==> config.mk <==
export PLATFORM = sky130hd
export DESIGN_NAME = bias_loader_flat
export DESIGN_NICKNAME = d
export VERILOG_FILES = /design/src/rtl/bias_loader_pkg.sv /design/src/rtl/bias_loader_if.sv /design/src/rtl/bias_loader.sv /design/src/flat_wrapper.sv
export SDC_FILE = /design/constraint.sdc
export NUM_CORES = 1
export LEC_CHECK = 0
export ABC_AREA = 0
export CAP_MARGIN = 20
export CORE_AREA = 5 5 116 118
export DETAILED_ROUTE_END_ITERATION = 8
export DIE_AREA = 0 0 121 123
export HOLD_SLACK_MARGIN = 0.06
export MAX_ROUTING_LAYER = met4
export PLACE_DENSITY_LB_ADDON = 0.3
export SYNTH_ARGS = -nofsm -noshare
export SYNTH_HDL_FRONTEND = slang
export SYNTH_SLANG_ARGS = --single-unit
==> constraint.sdc <==
create_clock -name clk -period 2.5 [get_ports clk]
set_clock_uncertainty 0.2 [all_clocks]
set_input_delay 0.5 -clock clk [delete_from_list [all_inputs] [get_ports clk]]
set_output_delay 0.5 -clock clk [all_outputs]
set_load 0.02 [all_outputs]
==> src/rtl/bias_loader_pkg.sv <==
// Shared types and constants for the bias loader.
package bias_loader_pkg;

    localparam int MAX_BIAS_DEFAULT = 10;
    localparam int BYTES_PER_WORD   = 4;
    localparam int BIAS_PER_WORD    = 2;

    typedef enum logic [2:0] {
        IDLE,
        REQ,
        WAIT,
        WR_LO,
        WR_HI,
        DONE
    } bias_ld_state_t;

endpackage

==> src/rtl/bias_loader_if.sv <==
// Single-outstanding read bus between the bias loader (master) and memory (slave).
interface bias_loader_if #(
    parameter int ADDR_W = 32
);
    logic              rd_req_valid;
    logic              rd_req_ready;
    logic [ADDR_W-1:0] rd_req_addr;
    logic              rd_resp_valid;
    logic [31:0]       rd_resp_data;

    modport master (
        output rd_req_valid,
        output rd_req_addr,
        input  rd_req_ready,
        input  rd_resp_valid,
        input  rd_resp_data
    );

    modport slave (
        input  rd_req_valid,
        input  rd_req_addr,
        output rd_req_ready,
        output rd_resp_valid,
        output rd_resp_data
    );
endinterface

==> src/rtl/bias_loader.sv <==
// Loads 16-bit biases (two per bus word, low half first) into local bias memory.
// BIAS_LOADER_RANGE_CHECK_EN: reject count 0 / count > MAX_BIAS with err instead of clamping.
module bias_loader
    import bias_loader_pkg::*;
#(
    parameter int MAX_BIAS = MAX_BIAS_DEFAULT,
    parameter int ADDR_W   = 32
) (
    input  logic              clk,
    input  logic              rst,
    input  logic              start,
    input  logic [ADDR_W-1:0] base_addr,
    input  logic [15:0]       bias_count,
    output logic              busy,
    output logic              done,
    output logic              err,
    output logic              bias_ready,
    bias_loader_if.master     bus,
    output logic              write_bias_signal,
    output logic [15:0]       bias_addr,
    output logic [15:0]       write_bias_data
);

    bias_ld_state_t    state_q;
    logic [ADDR_W-1:0] addr_q;
    logic [15:0]       count_q;
    logic [14:0]       k_q;
    logic [15:0]       hi_q;
    logic [15:0]       baddr_q;
    logic [15:0]       wdata_q;
    logic              busy_q, done_q, err_q, ready_q, req_vld_q, wr_q;

    logic [15:0] cnt_d;
    logic        cnt_bad;
    logic [15:0] lo_idx, hi_idx;
    logic        last_lo, last_hi;

`ifdef BIAS_LOADER_RANGE_CHECK_EN
    assign cnt_d   = bias_count;
    assign cnt_bad = (bias_count == 16'd0) || (32'(bias_count) > 32'(MAX_BIAS));
`else
    assign cnt_d   = (32'(bias_count) > 32'(MAX_BIAS)) ? 16'(MAX_BIAS) : bias_count;
    assign cnt_bad = 1'b0;
`endif

    // Entry indices of the current word; 17-bit compares so count 0xFFFF cannot wrap.
    assign lo_idx  = 16'(k_q) * 16'(BIAS_PER_WORD);
    assign hi_idx  = lo_idx + 16'd1;
    assign last_lo = ({1'b0, lo_idx} + 17'd1) == {1'b0, count_q};
    assign last_hi = ({1'b0, hi_idx} + 17'd1) == {1'b0, count_q};

    always_ff @(posedge clk or negedge rst) begin
        if (!rst) begin
            state_q   <= IDLE;
            addr_q    <= '0;
            count_q   <= '0;
            k_q       <= '0;
            hi_q      <= '0;
            baddr_q   <= '0;
            wdata_q   <= '0;
            busy_q    <= 1'b0;
            done_q    <= 1'b0;
            err_q     <= 1'b0;
            ready_q   <= 1'b0;
            req_vld_q <= 1'b0;
            wr_q      <= 1'b0;
        end else begin
            done_q <= 1'b0;
            wr_q   <= 1'b0;
            case (state_q)
                IDLE: begin
                    if (start) begin
                        addr_q  <= base_addr;
                        count_q <= cnt_d;
                        k_q     <= '0;
                        err_q   <= 1'b0;
                        ready_q <= 1'b0;
                        busy_q  <= 1'b1;
                        if (cnt_bad) begin
                            state_q <= DONE;
                            done_q  <= 1'b1;
                            err_q   <= 1'b1;
                        end else if (cnt_d == 16'd0) begin
                            state_q <= DONE;
                            done_q  <= 1'b1;
                            ready_q <= 1'b1;
                        end else begin
                            state_q   <= REQ;
                            req_vld_q <= 1'b1;
                        end
                    end
                end
                REQ: begin
                    // addr_q only moves in WR_HI, so the request stays stable while stalled
                    if (bus.rd_req_ready) begin
                        req_vld_q <= 1'b0;
                        state_q   <= WAIT;
                    end
                end
                WAIT: begin
                    if (bus.rd_resp_valid) begin
                        hi_q    <= bus.rd_resp_data[31:16];
                        wr_q    <= 1'b1;
                        baddr_q <= lo_idx;
                        wdata_q <= bus.rd_resp_data[15:0];
                        state_q <= WR_LO;
                    end
                end
                WR_LO: begin
                    if (last_lo) begin
                        state_q <= DONE;
                        done_q  <= 1'b1;
                        ready_q <= 1'b1;
                    end else begin
                        wr_q    <= 1'b1;
                        baddr_q <= hi_idx;
                        wdata_q <= hi_q;
                        state_q <= WR_HI;
                    end
                end
                WR_HI: begin
                    k_q    <= k_q + 15'd1;
                    addr_q <= addr_q + ADDR_W'(BYTES_PER_WORD);
                    if (last_hi) begin
                        state_q <= DONE;
                        done_q  <= 1'b1;
                        ready_q <= 1'b1;
                    end else begin
                        state_q   <= REQ;
                        req_vld_q <= 1'b1;
                    end
                end
                DONE: begin
                    busy_q  <= 1'b0;
                    state_q <= IDLE;
                end
                default: state_q <= IDLE;
            endcase
        end
    end

    assign busy              = busy_q;
    assign done              = done_q;
    assign err               = err_q;
    assign bias_ready        = ready_q;
    assign bus.rd_req_valid  = req_vld_q;
    assign bus.rd_req_addr   = addr_q;
    assign write_bias_signal = wr_q;
    assign bias_addr         = baddr_q;
    assign write_bias_data   = wdata_q;

endmodule
==> src/flat_wrapper.sv <==
// flat-port wrapper written by rule: the top's interface ports become plain ports
module bias_loader_flat import bias_loader_pkg::*;
#(
    parameter int MAX_BIAS = MAX_BIAS_DEFAULT,
    parameter int ADDR_W   = 32
)
  (clk, rst, start, base_addr, bias_count, busy, done, err, bias_ready, write_bias_signal, bias_addr, write_bias_data, bus_rd_req_valid, bus_rd_req_addr, bus_rd_req_ready, bus_rd_resp_valid, bus_rd_resp_data);
  bias_loader_if #(.ADDR_W(ADDR_W)) bus_i ();
  input  logic clk;
  input  logic rst;
  input  logic start;
  input  logic [ADDR_W-1:0] base_addr;
  input  logic [15:0] bias_count;
  output logic busy;
  output logic done;
  output logic err;
  output logic bias_ready;
  output logic write_bias_signal;
  output logic [15:0] bias_addr;
  output logic [15:0] write_bias_data;
  output wire logic [$bits(bus_i.rd_req_valid)-1:0] bus_rd_req_valid;
  output wire logic [$bits(bus_i.rd_req_addr)-1:0] bus_rd_req_addr;
  input wire logic [$bits(bus_i.rd_req_ready)-1:0] bus_rd_req_ready;
  input wire logic [$bits(bus_i.rd_resp_valid)-1:0] bus_rd_resp_valid;
  input wire logic [$bits(bus_i.rd_resp_data)-1:0] bus_rd_resp_data;
  assign bus_rd_req_valid = bus_i.rd_req_valid;
  assign bus_rd_req_addr = bus_i.rd_req_addr;
  assign bus_i.rd_req_ready = bus_rd_req_ready;
  assign bus_i.rd_resp_valid = bus_rd_resp_valid;
  assign bus_i.rd_resp_data = bus_rd_resp_data;
  bias_loader #(.MAX_BIAS(MAX_BIAS), .ADDR_W(ADDR_W)) u_core (.clk(clk), .rst(rst), .start(start), .base_addr(base_addr), .bias_count(bias_count), .busy(busy), .done(done), .err(err), .bias_ready(bias_ready), .bus(bus_i), .write_bias_signal(write_bias_signal), .bias_addr(bias_addr), .write_bias_data(write_bias_data));
endmodule
# Yosys cells after proc, flatten, opt, wreduce, memory -nomap -nowiden
# Cells that the tools add are included.
# totals
in_bits,85
output_inout_bits,70
ff_bits,119
wordCells,85
# op_classes
reduce_logical,15
n_addsub,5
order_cmp,1
muxes,37
n_eq_ne,15
# ops
op,n
$mux 16,5
$pmux 16 s2,2
$pmux 32 s2,1
$add 16x1->17 const B,2
$eq 17x16->1,2
$add 32x3->32 const B,1
$mux 32,1
$pmux 15 s2,1
$add 16x1->16 const B,1
$gt 16x4->1 const B,1
$logic_not 16->1,1
$add 15x1->15 const B,1
$mux 1,15
$mux 15,1
$mux 3,5
$pmux 3 s5,1
$ne 2x2->1 const B,6
$pmux 1 s3,3
$reduce_and 2->1,4
$eq 3x2->1 const B,2
$eq 3x3->1 const B,2
$reduce_and 3->1,2
$reduce_bool 2->1,3
$reduce_bool 3->1,2
other kinds (6),8

# Logic depth before layout (Yosys ltp)
# depth
word_depth,6
depth_mapped,9
mapped_depth_nobuf,7

# Worst setup path after synthesis
# OpenSTA, ideal clock, no wires.
# synth_timing
path_type,reg-to-reg
from,reg u_core.k_q[0]
to,"reg u_core.req_vld_q, in the netlist u_core.bus.rd_req_valid"
arrival_ns,1.936
synth_period_minus_slack_ns,2.254
path_slack_ns,0.246
required_time_ns,2.182
stages_incl_launch_ff,8
n_path_buf,0
setup_ns,0.118
cell_sequence,dfrtp_1 ha_1 nand3_2 nor4_2 xnor2_1 nor4_2 nand4_1 a21o_1
# synth_between
elab_chain_cells,5
# synth_lines
item,line,source
start: declaration,bias_loader.sv:27,logic [14:0] k_q;
start signal: assignment,bias_loader.sv:122,k_q <= k_q + 15'd1;
$add 16x1->16,bias_loader.sv:48,assign hi_idx = lo_idx + 16'd1;
$add 16x1->17,bias_loader.sv:50,"assign last_hi = ({1'b0, hi_idx} + 17'd1) == {1'b0, count_q};"
$eq 17x16->1,bias_loader.sv:50,
$ne 2x2->1 (no source line),-,
$reduce_and 5->1 (no source line),-,
end signal: assignment,bias_loader.sv:65,req_vld_q <= 1'b0;
end signal: assignment,bias_loader.sv:89,req_vld_q <= 1'b1;
end signal: assignment,bias_loader.sv:96,req_vld_q <= 1'b0;
end: declaration,bias_loader.sv:31,"logic busy_q, done_q, err_q, ready_q, req_vld_q, wr_q;"
# Every way passes these cells.
# A chain may end at the register's enable or synchronous reset.

# Final worst setup path
# layout_timing
from,reg u_core.k_q[8]
to,"reg u_core.req_vld_q, in the netlist u_core.bus.rd_req_valid"
# Same word-level chain as after synthesis.

==> results.cfg <==
[status]
status = completed

[final_layout]
area_delta_synth_final_pct = 42.2
antennaDiodeCount = 0
nets = 840
multi_input_area_um2 = 2790
fillCellCount = 939
final_area_um2 = 8430
fin_util = 0.682
drive_gt1_frac = 0.148
seq_area_um2 = 2980

[placement]
numPortBuffers = 153
dpl.hpwl_um = 11500
gp_congestion = 0.938
placed_cell_area_um2 = 7780
dp_slack_ns = -0.0144

[clock_tree]
htreeDepth = 4
clkTransAtPathRegs_ns = 0.05
cts_setup_buffers = 0
cts_buffer_depth = 2
root_buffer = clkbuf_16
clk_latency_ns = 0.41
cts_buffers = 17
cts_tree = built
cts_sinks = 119

[timing]
period_share = 0.952
rsz0062_at_grt = yes
hold_slack_ns = 0.275
finalWorstPathRequiredPeriod_ns = 2.38
max_slew.worst_pin.slew_ns = 0.606
hold_violations = 0
maxSlewHeadroom = 0.596
maxSlewViolCount = 0
setup_ws_ns = 0.120
max_freq_ghz = 0.420
setup_viol = 0

[power_and_ir_drop]
vdd_ir_drop_max_mv = 0.641
pwr-share-comb = 0.383
p_seq_frac = 0.339
clock_power_share = 0.278
total_power_mw = 9.11
power_per_cell_area_nw_per_um2 = 1080
leakage_nw = 3.53
power.switching_mw = 3.23
intPower_mw = 5.88
p_sw_frac = 0.355

[detailed_routing]
drtAntennaViolNets = 0
dr.pass1.iters = 7
viasPerCell = 5.63
drt_iter0_markers = 344
routedWlPerCell_um = 16.9
routed_wirelength_um = 15900
vias = 5279
drc = 0

[floorplanning]
rows = 41
die_h_um = 123
initial_core_util = 0.479
die_w_um = 121
die_area_um2 = 14900
ios = 155
core_um2 = 12400

[setup_path]
reg2reg_from = u_core.k_q[8]$_DFFE_PN0P_
worstSetupStartpoint = u_core.k_q[8]$_DFFE_PN0P_
worst_path_largest_cell_delay_ns = 0.49
cp.arrival_ns = 2.48
rr_worst_depth = 6
reg2reg_slack_ns = 0.12
worstSetupPathType = reg -> reg
critPathCapture = u_core.bus.rd_req_valid$_DFFE_PN0P_
worstSetupStartpointType = flop
endpoint_kind = flop
reg2reg_to = u_core.bus.rd_req_valid$_DFFE_PN0P_
crit_fanout = 9
cp.required_ns = 2.60
crit_chain = or3b_2 -> a2111oi_2 -> nor2_1 -> o41ai_1 -> nand4_1 -> a21o_1
critPathSlowestCell = or3b_2

[synth]
ys.flop_type = dfrtp_1
yosys.area.top_type = dfrtp_1
yosysSeqAreaShare = 0.503
ys_types = 58
async_flop_share = 1.00
syn_area_um2 = 5930
syn_area_per_cell_um2 = 10.1
yosysTopAreaCellShare = 0.503
synthesis.nets = 674
synth_area_leaders = dfrtp_1 50%, mux2_2 5.9%, nor2_1 3.9%
synth-seq-cells = 119
synth_edf_count = 0
yosysWarnings = 0
netlist_instances = 587

[grt]
grt_max_degree = 71
overflow = 0
grt_antenna_before_repair = 0
grt_pass1_vias = 5467
grt_pass1_wl_um = 26300
grt_usage = 0.229

[flow_run]
max_cap_violations = 0

[hold_path]
hold_class = in -> async
## metrics by stage
| stage | std cells | TNS (ns) |
|---|---|---|
| final | 938 | 0 |
| after global routing | 938 | -0.0421 |
| after CTS | 938 | 0 |
| after detailed placement | 905 | -0.0148 |
| after global placement | 905 | 0 |
| after floorplan | 587 | 0 |
## cells by family (layout without fill, tap and decap cells)
logic type | Yosys count | in the layout | share of synthesized area
AND/OR/NAND/NOR | 225 | 225 | 0.197
buffers and inverters | 43 | 222 | 0.0334
multiplexers | 48 | 48 | 0.0876
flip-flops | 119 | 119 | 0.503
XOR/XNOR | 25 | 25 | 0.0370
adder cells (fa/ha/maj) | 2 | 2 | 0.00422
other | 1 | 1 | 0.000633
AO/OA/AOI/OAI | 124 | 124 | 0.138
## final cells by class
| type | instances | share of cell area |
|---|---|---|
| repair buffers | 185 | 0.215 |
| clock inverters | 8 | 0.0140 |
| clock buffers | 24 | 0.0595 |
| well taps | 172 | 0.0255 |
| multi-input cells | 425 | 0.331 |
| flip-flops and latches | 119 | 0.353 |
| inverters | 5 | 0.00223 |
## flip-flops by register name (all words and copies together), names as in the netlist
signal and cells:
u_core.count_q 16, u_core.hi_q 16, u_core.state_q 3, u_core.busy 1
u_core.write_bias_signal 1, u_core.k_q 15, u_core.bus.rd_req_addr 32, u_core.bias_ready 1
u_core.bias_addr 16, u_core.bus.rd_req_valid 1, u_core.write_bias_data 16, u_core.done 1
## cells in the mapped netlist (16+ instances only)
master and count:
dfrtp_1 119, nor2_1 62, nand2_1 47, mux2_2 31
a21oi_1 27, o21ai_0 26, xnor2_1 22, nand3_1 19
nand4_1 18, mux2i_1 17, and2_1 16, clkbuf_1 16
## power by group through the flow
stage | registers, mW | clock network (mW) | logic [mW]
floorplan | 3.52 | 0 | 1.45
global placement | 3.07 | 0 | 3.40
detailed placement | 3.10 | 0 | 3.49
CTS | 3.08 | 2.56 | 3.51
global route | 3.18 | 2.66 | 3.77
finish | 3.09 | 2.53 | 3.49
## cell usage in the layout, fill, tap and decap left out, drive strengths merged, types with 5 or more instances in the layout
cell           instances
inv                    5
a211oi                 5
nor3                  14
o21ai                 29
o31ai                  6
a21oi                 27
a311oi                 6
nand2                 47
or3                    5
o211ai                12
clkbuf                24
nand4                 19
nor2                  62
nor4                  10
or2                    5
mux2i                 17
nand3                 21
xnor2                 22
buf                   32
o22ai                  8
clkdlybuf4s50        152
mux2                  31
dfrtp                119
and2                  16
and4                   5
o311ai                 8
and3                   6
## what timing repair did
item                                    4_1_cts  5_1_grt
hold buffers                                  1        0
endpoints found under the hold margin        79        0
endpoints found under the setup margin        0        6
resized for setup                             0        4
## how the worst min path moves through the flow
| stage | start | slack (ns) | to | cells past startpoint |
|---|---|---|---|---|
| detailed placement | rst | 0.15 | u_core.write_bias_data[7]$_DFFE_PN0P_ | 1 |
| finish | rst | 0.27 | u_core.write_bias_data[7]$_DFFE_PN0P_ | 2 |
| global route | rst | 0.28 | u_core.hi_q[7]$_DFFE_PN0P_ | 2 |
| CTS | rst | 0.25 | u_core.write_bias_data[7]$_DFFE_PN0P_ | 2 |
| global placement | rst | 0.14 | u_core.hi_q[7]$_DFFE_PN0P_ | 1 |
| floorplan | rst | 0.004 | u_core.bias_addr[0]$_DFFE_PN0P_ | 0 |
## layer usage
layer  wire length (µm)  vias up  part of all wire  track usage
met5                  0        -                 0            -
met4                550        0             0.035        0.113
met3               1170       40             0.073       0.0704
met2               7290      199              0.46        0.352
met1               6890     2564              0.43        0.275
li1                   -     2476                 -            -
## worst max-delay path: cells and delay by family (launching register included)
| kind | cells | cell delay (ns) |
|---|---|---|
| AND/OR/NAND/NOR | 3 | 0.83 |
| flip-flops | 1 | 0.48 |
| AO/OA/AOI/OAI | 3 | 0.75 |
No activity file was read; power rests on OpenSTA's default activity.
